<file path="src/rtl/vend_ctrl_gen2.sv">
// vend_ctrl_gen2: vending transaction controller.
// Accumulates coin credit, arbitrates buy requests against a price table and
// holds the vend/error indication for HOLD_CYC cycles.
// Optional feature macro: VEND_CHANGE_EN adds a coin-by-coin refund state
// driven over the change_valid/change_ready handshake.
module vend_ctrl_gen2 #(
    parameter int unsigned NUM_PROD = 4,
    parameter int unsigned CREDIT_W = 8,
    parameter logic [NUM_PROD*CREDIT_W-1:0] PRICES = {8'd40, 8'd30, 8'd20, 8'd75},
    parameter int unsigned HOLD_CYC = 6,
    localparam int unsigned PSEL_W = $clog2(NUM_PROD)
) (
    input  logic                clk,
    input  logic                reset,
    input  logic                coin_valid,
    input  logic [1:0]          coin_code,
    input  logic                buy,
    input  logic [PSEL_W-1:0]   product,
    input  logic                cancel,
    input  logic                change_ready,
    output logic [CREDIT_W-1:0] credit,
    output logic                vend_valid,
    output logic [PSEL_W-1:0]   vend_id,
    output logic                err,
    output logic                busy,
    output logic [1:0]          disp_mode,
    output logic                change_valid,
    output logic [1:0]          change_coin
);

    localparam int unsigned CNT_W = (HOLD_CYC > 1) ? $clog2(HOLD_CYC) : 1;

    typedef enum logic [1:0] {
        S_IDLE,
        S_HOLD
`ifdef VEND_CHANGE_EN
        , S_REFUND
`endif
    } state_t;

    state_t              state_q, state_d;
    logic [CREDIT_W-1:0] credit_q, credit_d;
    logic [CNT_W-1:0]    cnt_q, cnt_d;
    logic                vend_valid_q, vend_valid_d;
    logic [PSEL_W-1:0]   vend_id_q, vend_id_d;
    logic                err_q, err_d;
    logic [1:0]          disp_q, disp_d;

    logic [CREDIT_W-1:0] coin_add;
    logic [CREDIT_W:0]   sum_w;
    logic [CREDIT_W-1:0] credit_add;
    logic [CREDIT_W-1:0] price;
    logic                prod_ok;

    function automatic logic [CREDIT_W-1:0] coin_value(input logic [1:0] code);
        case (code)
            2'd0:    return CREDIT_W'(1);
            2'd1:    return CREDIT_W'(5);
            2'd2:    return CREDIT_W'(10);
            default: return CREDIT_W'(25);
        endcase
    endfunction

    // Saturating credit after this cycle's coin (if any)
    always_comb begin
        coin_add   = coin_valid ? coin_value(coin_code) : '0;
        sum_w      = {1'b0, credit_q} + {1'b0, coin_add};
        credit_add = sum_w[CREDIT_W] ? '1 : sum_w[CREDIT_W-1:0];
    end

    // Price table lookup; out-of-range indices leave prod_ok low
    always_comb begin
        price   = '0;
        prod_ok = 1'b0;
        for (int unsigned i = 0; i < NUM_PROD; i++) begin
            if (product == PSEL_W'(i)) begin
                price   = PRICES[i*CREDIT_W +: CREDIT_W];
                prod_ok = 1'b1;
            end
        end
    end

`ifdef VEND_CHANGE_EN
    logic       chg_valid_q, chg_valid_d;
    logic [1:0] chg_coin_q, chg_coin_d;
    logic [CREDIT_W-1:0] refund_rem;

    function automatic logic [1:0] greedy_coin(input logic [CREDIT_W-1:0] amt);
        if (amt >= CREDIT_W'(25))      return 2'd3;
        else if (amt >= CREDIT_W'(10)) return 2'd2;
        else if (amt >= CREDIT_W'(5))  return 2'd1;
        else                           return 2'd0;
    endfunction

    // Offered coin is registered so it only changes after an accepted handshake;
    // coins added meanwhile only raise credit, so the offer stays refundable.
    assign refund_rem   = credit_add - coin_value(chg_coin_q);
    assign change_valid = chg_valid_q;
    assign change_coin  = chg_coin_q;
`else
    logic unused_inputs;
    assign unused_inputs = ^{cancel, change_ready};
    assign change_valid  = 1'b0;
    assign change_coin   = 2'd0;
`endif

    // Next-state and next-output logic
    always_comb begin
        state_d      = state_q;
        credit_d     = credit_add;
        cnt_d        = cnt_q;
        vend_valid_d = 1'b0;
        vend_id_d    = vend_id_q;
        err_d        = 1'b0;
        disp_d       = disp_q;
`ifdef VEND_CHANGE_EN
        chg_valid_d  = chg_valid_q;
        chg_coin_d   = chg_coin_q;
`endif
        case (state_q)
            S_IDLE: begin
                if (buy) begin
                    state_d = S_HOLD;
                    cnt_d   = CNT_W'(HOLD_CYC - 1);
                    if (prod_ok && (credit_q >= price)) begin
                        vend_valid_d = 1'b1;
                        vend_id_d    = product;
                        credit_d     = credit_add - price;
                        disp_d       = 2'd1;
                    end else begin
                        err_d  = 1'b1;
                        disp_d = 2'd2;
                    end
                end
`ifdef VEND_CHANGE_EN
                else if (cancel && (credit_q != '0)) begin
                    state_d     = S_REFUND;
                    disp_d      = 2'd0;
                    chg_valid_d = 1'b1;
                    chg_coin_d  = greedy_coin(credit_add);
                end
`endif
            end
            S_HOLD: begin
                if (cnt_q == '0) begin
                    state_d = S_IDLE;
                    disp_d  = 2'd0;
                end else begin
                    cnt_d = cnt_q - CNT_W'(1);
                end
            end
`ifdef VEND_CHANGE_EN
            S_REFUND: begin
                if (chg_valid_q && change_ready) begin
                    credit_d = refund_rem;
                    if (refund_rem == '0) begin
                        state_d     = S_IDLE;
                        chg_valid_d = 1'b0;
                        chg_coin_d  = 2'd0;
                    end else begin
                        chg_coin_d  = greedy_coin(refund_rem);
                    end
                end
            end
`endif
            default: state_d = S_IDLE;
        endcase
    end

    // State and output registers
    always_ff @(posedge clk or negedge reset) begin
        if (!reset) begin
            state_q      <= S_IDLE;
            credit_q     <= '0;
            cnt_q        <= '0;
            vend_valid_q <= 1'b0;
            vend_id_q    <= '0;
            err_q        <= 1'b0;
            disp_q       <= 2'd0;
`ifdef VEND_CHANGE_EN
            chg_valid_q  <= 1'b0;
            chg_coin_q   <= 2'd0;
`endif
        end else begin
            state_q      <= state_d;
            credit_q     <= credit_d;
            cnt_q        <= cnt_d;
            vend_valid_q <= vend_valid_d;
            vend_id_q    <= vend_id_d;
            err_q        <= err_d;
            disp_q       <= disp_d;
`ifdef VEND_CHANGE_EN
            chg_valid_q  <= chg_valid_d;
            chg_coin_q   <= chg_coin_d;
`endif
        end
    end

    assign credit     = credit_q;
    assign vend_valid = vend_valid_q;
    assign vend_id    = vend_id_q;
    assign err        = err_q;
    assign disp_mode  = disp_q;
    assign busy       = (state_q != S_IDLE);

endmodule

</file>
<file path="config.mk">
export PLATFORM = sky130hd
export DESIGN_NAME = vend_ctrl_gen2
export DESIGN_NICKNAME = d
export VERILOG_FILES = /design/src/rtl/vend_ctrl_gen2.sv
export SDC_FILE = /design/constraint.sdc
export NUM_CORES = 1
export LEC_CHECK = 0
export ABC_AREA = 0
export BUFFER_PORTS_ARGS = -buffer_cell sky130_fd_sc_hd__buf_2
export CAP_MARGIN = 15
export CORE_ASPECT_RATIO = 0.9
export CORE_MARGIN = 2
export CORE_UTILIZATION = 51
export CTS_CLUSTER_SIZE = 16
export DETAILED_ROUTE_END_ITERATION = 8
export PLACE_DENSITY = 0.76
export SLEW_MARGIN = 20
export SYNTH_ARGS = -nofsm -noshare
export SYNTH_HDL_FRONTEND = slang
export SYNTH_SLANG_ARGS = --single-unit
</file>
<file path="constraint.sdc">
create_clock -name clk -period 3.35 [get_ports clk]
set_input_delay 0.1675 -clock clk [delete_from_list [all_inputs] [get_ports clk]]
set_output_delay 0.1675 -clock clk [all_outputs]
set_load 0.01 [all_outputs]
</file>
-- Word-level counts from Yosys, hierarchy flattened
Cells that the tools add are included.
- flip-flop bits (word level): 19
- bits of input ports: 10
- output and inout port bits: 18
- logic and storage cells: 60
- add/sub/neg operators: 3
- $lt $le $gt $ge: 1
- equality and inequality tests: 9
- multiplexer cells: 29
- reduce and logical (&&, ||, !) cells: 11
- operators by type and width (operator ; count):
    8-bit two-way mux ; 8
    5-bit one-hot mux with 3 select lines ; 1
    1-bit two-way mux ; 10
    8-bit by 8-bit adder with 9-bit output ; 1
    3-bit AND reduction ; 3
    8-bit greater-or-equal comparator ; 1
    2-bit two-way mux ; 4
    2-bit one-hot mux with 2 select lines ; 2
    8-bit subtractor ; 1
    7-bit two-way mux ; 1
    2-bit by 1-bit equality test with 1-bit output (second input constant) ; 3
    2-bit equality test (second input constant) ; 3
    2-bit zero test ; 3
    3-bit two-way mux ; 2
    2-bit != test (second input constant) ; 3
    3-bit one-hot mux with 2 select lines ; 1
    2-bit nonzero test ; 2
    3-bit zero test ; 1
    3-bit by 1-bit subtractor with 3-bit output (second input constant) ; 1
    2-bit AND reduction ; 1
    1-bit logical AND ; 1

-- Depth between registers and ports, before layout
Gate-level depths: netlist of the first run.
- depth in word-level cells: 10
- mapped depth: 17
- gate-level depth less buffers: 17

-- Worst setup path before layout of the first run
Ideal clock, no wire load.
- path kind: reg-to-reg
- from: register credit_q[0], in the netlist credit[0]
- to: register credit_q[6], in the netlist credit[6]
- setup time: 120 ps
- data arrival time: 3220 ps
- required time: 3230 ps
- path slack: 11 ps
- stages on the path, launching flop included: 15
- path buffers: 0
- period minus slack after synthesis: 3339 ps
- path through: dfrtp_1 > ha_1 > fa_1 > a211oi_1 > nor2_1 > nor2_1 > or2_2 > nand2_1 > ha_1 > nor2b_1 > o21a_1 > o21a_1 > o21a_1 > or3_1 > a31o_1
- word-level cells in the longest chain between the ends: 6
- elaborated cells on any way between the ends: 8
- those cells by class: add/sub: 2; order compare: 1; mux: 4; reduce/logical: 1
- RTL lines (item ; line ; source):
    start, declared ; 42 ; logic [CREDIT_W-1:0] credit_q, credit_d;
    start signal, assigned ; 186 ; credit_q <= credit_d;
    8-bit by 8-bit adder with 9-bit output ; 67 ; sum_w = {1'b0, credit_q} + {1'b0, coin_add};
    8-bit two-way mux ; 68 ; credit_add = sum_w[CREDIT_W] ? '1 : sum_w[CREDIT_W-1:0];
    8-bit subtractor ; 128 ; credit_d = credit_add - price;
    8-bit two-way mux ; 125 ; if (prod_ok && (credit_q >= price)) begin
    8-bit two-way mux ; 122 ; if (buy) begin
    8-bit two-way mux (*) ; 120 ; case (state_q)
    via credit_d[6] ; 42 ;
The timed path passes the listed nets; every way through them passes the cells marked *.
A chain may end at the register's enable or synchronous reset.

-- Worst setup path after layout of the first run
Same ends and word-level chain as after synthesis.

==> run summary, run 1 <==
* **fraction of the yosys area taken by sequential cells** 0.275
* **worst path required time** 3.54 ns
* **clock tree sinks** 18
* **number of standard-cell rows in the floorplan** 19
* **area of the die** 0.00368 mm²
* **Final Max Slew Viols** 0
* **area growth from synthesis to layout** 22.5%
* **areal power density over the cells** 873 mW/mm²
* **critical path, cell by cell** ha_2 > fa_2 > a211oi_2 > nor2_1 > nor2_1 > nor2_2 > nor2_2 > ha_2 > fa_2 > nor2b_1 > o21a_1 > o21a_1 > o21a_1 > or3_1 > a31o_1
* **count of port buffers added during placement** 22
* **routed via count divided by cell count** 5.21
* **grt total ovfl** 0
* **Mapped Avg Cell Area** 8.76 µm²
* **minimum setup slack among reg-to-reg paths** 0.04 ns
* **post-synth design cell area** 0.00164 mm²
* **initial antenna violation count** 0
* **Async SR Flop Fraction** 1.00
* **critical-path cell with the highest stage delay** sky130_fd_sc_hd__dfrtp_1
* **TritonCTS buffer count** 3
* **TritonCTS clock tree** yes
* **reported max-cap violation count** 0
* **vias in the first global route** 1,235
* **routed wirelength normalized by instance count** 12.5 µm
* **count of different cell masters after synthesis** 44
* **count of flip-flops with a built-in enable after synthesis** 0
* **cell occurring most often along the worst timing path** sky130_fd_sc_hd__o21a_1
* **sum of net half-perimeters after detailed placement** 2660 µm
* **final worst hold slack** 0.175 ns
* **worst min-delay path category** primary input to flip-flop
* **achievable frequency** 302 MHz
* **Period Utilization, post-route** 0.989
* **number of synthesis warnings** 0
* **post-layout instance area** 0.00201 mm²
* **starting density of the core** 0.534
* **top-area cell type share of the netlist area** 0.275
* **fill cell count** 247
* **CP endpoint kind** flip-flop
* **data arrival time of the critical path** 3.51 ns
* **number of violations reported at the end of detailed-routing iteration 0** 65
* **number of diodes added for antenna fixing** 0
* **global-route wire length before repair** 5620 µm
* **FF+latch count, synth** 18
* **Net count, final** 270
* **routed vias** 1,423
* **endpoints failing hold** 0
* **CP max FO** 2
* **clock skew** 0.00160 ns
* **Die Height** 57.8 µm
* **Clock Latency Late Sink** 0.29 ns
* **total area of sequential cells** 450 µm²
* **fraction of layout instances using a drive strength above 1** 0.268
* **Setup violations, final** 0
* **Ports** 28
* **pin count of the biggest net entering global routing** 19
* **combined area of the multi-input logic cells** 0.00113 mm²
* **static leakage** 1.03 nW
* **result of the run** finished clean
* **CP peak stage delay** 0.40 ns
* **number of remaining DRC errors** 0
* **Setup crit start kind** flip-flop
* **synthesized instance count** 187
* **shortest period the worst path allows** 3.31 ns
* **maximum ir drop on the vdd rail** 0.503 mV
* **wirelength, routed** 3410 µm
* **unrepaired setup endpoints after global routing** yes
* **count of nets left with antenna violations after detail routing** 0
* **RePlAce Congestion** 0.809
* **global routing usage summed across all routing layers** 0.192
* **biggest area consumer among synthesized cells** sky130_fd_sc_hd__dfrtp_1
* **Post-DP Area** 0.00191 mm²
* **top cells by count, synth** sky130_fd_sc_hd__ha_1 (26), sky130_fd_sc_hd__nor2_1 (22), sky130_fd_sc_hd__dfrtp_1 (18)
* **die extent in x** 63.7 µm
* **first-pass iteration count of the detailed router** 4
* **crit path kind** flip-flop to flip-flop
* **placeable core area** 0.00307 mm²
* **H-tree levels** 1
* **root buffer cell** sky130_fd_sc_hd__clkbuf_4
* **most frequent cell after synthesis** sky130_fd_sc_hd__ha_1
* **top cells by area in the synthesized netlist** sky130_fd_sc_hd__dfrtp_1 (28%), sky130_fd_sc_hd__ha_1 (20%), sky130_fd_sc_hd__nor2_1 (5.0%)
* **commonest register cell after synthesis** sky130_fd_sc_hd__dfrtp_1
* **Reg clk slew, reported paths** 0.10 ns
* **clk buf depth** 2
-- critical path: cells and delay by family (launching register included) --
family / cells / cell delay [ns]
AOI/OAI and AO/OA: 5 / 1.05
and+or+nand+nor: 6 / 0.81
adders and majority gates: 4 / 0.97
DFF: 1 / 0.40
-- flip-flops by register name, summed over array words and instances, names as in the netlist --
register,cells
state_q,1
err,1
credit,8
vend_id,2
vend_valid,1
cnt_q,3
disp_mode,2
-- cells in the final DEF (no fill, tap or decap), types with 2 or more instances in the layout --
cell type,instances
sky130_fd_sc_hd__o21ai_0,9
sky130_fd_sc_hd__a211oi_2,2
sky130_fd_sc_hd__or3b_1,2
sky130_fd_sc_hd__conb_1,3
sky130_fd_sc_hd__nand2b_1,2
sky130_fd_sc_hd__mux2_2,2
sky130_fd_sc_hd__o21a_1,7
sky130_fd_sc_hd__o221ai_1,2
sky130_fd_sc_hd__nor2_2,2
sky130_fd_sc_hd__a21boi_0,2
sky130_fd_sc_hd__nand3_1,2
sky130_fd_sc_hd__fa_2,2
sky130_fd_sc_hd__nor3b_1,3
sky130_fd_sc_hd__and2_1,3
sky130_fd_sc_hd__buf_4,21
sky130_fd_sc_hd__o21ai_1,5
sky130_fd_sc_hd__xor2_1,2
sky130_fd_sc_hd__buf_2,22
sky130_fd_sc_hd__ha_1,24
sky130_fd_sc_hd__a31oi_1,4
sky130_fd_sc_hd__nor3_1,3
sky130_fd_sc_hd__nand2_1,11
sky130_fd_sc_hd__a211oi_1,4
sky130_fd_sc_hd__mux2i_1,2
sky130_fd_sc_hd__a21o_1,3
sky130_fd_sc_hd__a21oi_1,6
sky130_fd_sc_hd__nor2b_1,4
sky130_fd_sc_hd__inv_1,14
sky130_fd_sc_hd__dfrtp_1,18
sky130_fd_sc_hd__ha_2,2
sky130_fd_sc_hd__nor2_1,20
sky130_fd_sc_hd__clkbuf_4,3
sky130_fd_sc_hd__xnor2_1,3
-- logic make-up after synthesis --
family                     Yosys count  share of synthesized area
adders and majority gates           28                      0.223
buffers and inverters               21                     0.0565
and+or+nand+nor                     58                      0.175
other                                1                    0.00229
muxes                                4                     0.0260
AOI/OAI and AO/OA                   51                      0.205
xor gates and xnor gates             6                     0.0367
DFF                                 18                      0.275
-- worst paths after layout --
| kind | cells after the start | endpoint | from |
|---|---|---|---|
| worst max register to register | 15 | credit[6] | credit[0] |
| worst min-delay path | 3 | err | buy |
| worst min register to register | 2 | vend_id[0] | vend_id[0] |
| min in group asynchronous | 2 | credit[7] | reset |
| worst max-delay path | 15 | credit[6] | credit[0] |
| max in group asynchronous | 2 | credit[3] | reset |
-- where the power goes --
group | switching (mW) | internal (mW)
Clock | 0.0686 | 0.0662
Combinational | 0.595 | 0.617
Sequential | 0.0897 | 0.314
Total | 0.753 | 0.997
-- routing by layer --
metal | GRT usage | share of wire
met1 | 0.297 | 0.53
met2 | 0.287 | 0.44
met3 | 0.0408 | 0.035
met4 | 0.0186 | 0
met5 | 0 | 0
-- cell type report --
type	count	share of cell area
clock buffers	4	0.0181
inverters	15	0.0281
multi-input cells	150	0.565
flip-flops and latches	18	0.225
well taps	42	0.0262
repair buffers	44	0.138
-- through the flow --
step / utilization / std cells / worst slack [ns] / setup TNS, ns / power [mW]
2_1_floorplan: - / 189 / 0.0106 / 0 / 1.20
3_3_place_gp: 0.624 / 266 / -0.0708 / -0.113 / 1.53
3_5_place_dp: 0.624 / 266 / -0.0910 / -0.140 / 1.55
4_1_cts: 0.641 / 271 / 0.0135 / 0 / 1.70
5_1_grt: 0.654 / 273 / -0.106 / -0.153 / 1.93
6_report: 0.654 / 273 / 0.0365 / 0 / 1.75
-- repair_timing --
item                                    4_1_cts  5_1_grt
hold buffers                                  1        0
buffers inserted                              0        2
gates resized for setup                       1        8
endpoints found under the hold margin        18        0
endpoints found under the setup margin        2        3
pin swaps                                     1        3
Note: power is estimated with default switching activity, not from simulation.
==> inputs of run 2 (changes only) <==
Settings changed: PLACE_DENSITY 0.76 to default, PLACE_DENSITY_LB_ADDON from default to 0.3.
==> run 2 against run 1 <==
Net effect: setup slack got worse by 0.045 ns; clock skew increased by 0.0025 ns; power increased by 6.6%; combinational power increased by 8%; clock power increased by 6%; hold slack got worse by 0.020 ns; the flow now finishes with violations (negative setup slack); maximum frequency decreased by 1.3%; critical path type unchanged; final area increased by 2.1%; first-iteration DRC count decreased by 34%.
==> run summary, run 2 (synthesis results as in run 1) <==
* **critical-path cell with the highest stage delay** sky130_fd_sc_hd__or4_1
* **TritonCTS buffer count** 3
* **initial antenna violation count** 0
* **post-layout power** 1.87 mW
* **area growth from synthesis to layout** 25.0%
* **global routing usage summed across all routing layers** 0.229
* **CP max FO** 3
* **routed via count divided by cell count** 5.53
* **worst min-delay path category** primary input to flip-flop
* **stages on the worst setup path** 14
* **failing checks** negative setup slack
* **most used cells in the layout excluding fill and tap cells** sky130_fd_sc_hd__buf_4 (25), sky130_fd_sc_hd__ha_1 (24), sky130_fd_sc_hd__buf_2 (22), sky130_fd_sc_hd__nor2_1 (20), sky130_fd_sc_hd__dfrtp_1 (18)
* **Clock Latency Late Sink** 0.31 ns
* **wirelength, routed** 3950 µm
* **CP endpoint kind** flip-flop
* **post-place setup slack** -0.215 ns
* **routed wirelength normalized by instance count** 14.2 µm
* **length in cells of the worst reg-to-reg path** 14
* **vias in the first global route** 1,535
* **root buffer cell** sky130_fd_sc_hd__clkbuf_4
* **number of violations reported at the end of detailed-routing iteration 0** 43
* **starting density of the core** 0.534
* **total placed cells including tap cells** 258
* **fraction of layout instances using a drive strength above 1** 0.285
* **Ports** 28
* **cell occurring most often along the worst timing path** sky130_fd_sc_hd__buf_4
* **grt total ovfl** 0
* **commonest non-fill, non-tap cell in the layout** sky130_fd_sc_hd__buf_4
* **areal power density over the cells** 912 mW/mm²
* **sum of net half-perimeters after detailed placement** 2950 µm
* **routed vias** 1,533
* **clock skew** 0.00415 ns
* **CP peak stage delay** 0.52 ns
* **Worst Hold Depth** 3
* **placeable core area** 0.00307 mm²
* **worst rel slew slack** 0.608
* **area of the die** 0.00368 mm²
* **number of flip-flops in the largest register** 8
* **static leakage** 1.05 nW
* **count of port buffers added during placement** 22
* **Die Height** 57.8 µm
* **Reg clk slew, reported paths** 0.11 ns
* **RePlAce Congestion** 0.799
* **pin count of the biggest net entering global routing** 19
* **die extent in x** 63.7 µm
* **data arrival time of the critical path** 3.57 ns
* **global-route wire length before repair** 6620 µm
* **clock tree sinks** 18
* **H-tree levels** 1
* **Worst path top cell family by delay** adder cells
* **endpoints failing hold** 0
* **maximum ir drop on the vdd rail** 0.539 mV
* **unrepaired setup endpoints after global routing** yes
* **reported max-cap violation count** 0
* **Setup crit start kind** flip-flop
* **min setup slack post-route** -0.00859 ns
* **number of diodes added for antenna fixing** 0
* **first-pass iteration count of the detailed router** 4
* **number of standard-cell rows in the floorplan** 19
* **Period Utilization, post-route** 1.00
* **setup tns final** -0.00859 ns
* **count of non-filler cells in the finished layout** 277
* **Net count, final** 274
* **crit path kind** flip-flop to flip-flop
* **number of remaining DRC errors** 0
* **count of buffering cells on the critical path with inverters included** 5
* **clk buf depth** 2
* **transition time at the pin with the least slew margin** 0.588 ns
* **Final Max Slew Viols** 0
* **shortest period the worst path allows** 3.36 ns
* **Setup violations, final** 1
* **worst path required time** 3.56 ns
* **critical path, cell by cell** ha_2 > fa_2 > a211oi_4 > buf_4 > buf_4 > buf_4 > buf_4 > buf_4 > nor3_1 > or4_1 > ha_1 > o21a_1 > or3_1 > a31o_1
* **achievable frequency** 298 MHz
* **result of the run** complete, but fails checks
* **TritonCTS clock tree** yes
* **count of nets left with antenna violations after detail routing** 0
==> run 2: per-stage QoR <==
step	cell area [µm²]	utilization	hold WS [ns]
3_5_place_dp	1850	0.605	0.129
4_1_cts	2020	0.658	0.145
2_1_floorplan	1650	-	-0.128
5_1_grt	2050	0.667	0.161
3_3_place_gp	1850	0.605	0.120
6_report	2050	0.667	0.155
==> run 2: power breakdown <==
part / total [mW] / switching (mW) / leakage (nW) / internal (mW)
Sequential: 0.411 / 0.0976 / 0.217 / 0.313
Combinational: 1.31 / 0.641 / 0.815 / 0.670
Clock: 0.143 / 0.0770 / 0.0210 / 0.0664
Total: 1.87 / 0.816 / 1.05 / 1.05
==> run 2: tightest hold or removal path: cells and delay by family <==
kind / cells / cell delay (ns)
buffers and inverters: 1 / 0.13
and+or+nand+nor: 2 / 0.13
==> run 2: worst paths after layout <==
path,start,slack [ns],to
max in group asynchronous,reset,2.73,cnt_q[1]
setup / recovery,credit[0],-0.009,credit[6]
setup reg to reg,credit[0],-0.009,credit[6]
min in group asynchronous,reset,0.32,credit[7]
hold / removal,buy,0.15,err
hold reg to reg,vend_id[1],0.51,vend_id[1]
==> run 2: area by class of cell <==
class,instances,area (µm²)
clock buffer,4,36.3
fill,248,1020
inverter,15,56.3
multi-input combinational,150,1140
sequential,18,450
tap,42,52.6
timing repair buffer,48,308
==> run 2: routing by layer <==
layer	GRT usage	wire length, µm	share of wire	up-vias
met5	0	0	0	-
met4	0.0745	35	0.0089	0
met3	0.0505	129	0.033	6
met2	0.397	2020	0.51	34
met1	0.287	1760	0.45	744
li1	-	-	-	749
==> run 2: timing repair <==
| action | CTS | global route |
|---|---|---|
| setup buffers | 14 | 0 |
| hold buffers | 1 | 0 |
| pin swaps | 3 | 5 |
| endpoints found under the hold margin | 18 | 0 |
| resized for setup | 4 | 7 |
| endpoints found under the setup margin | 2 | 3 |
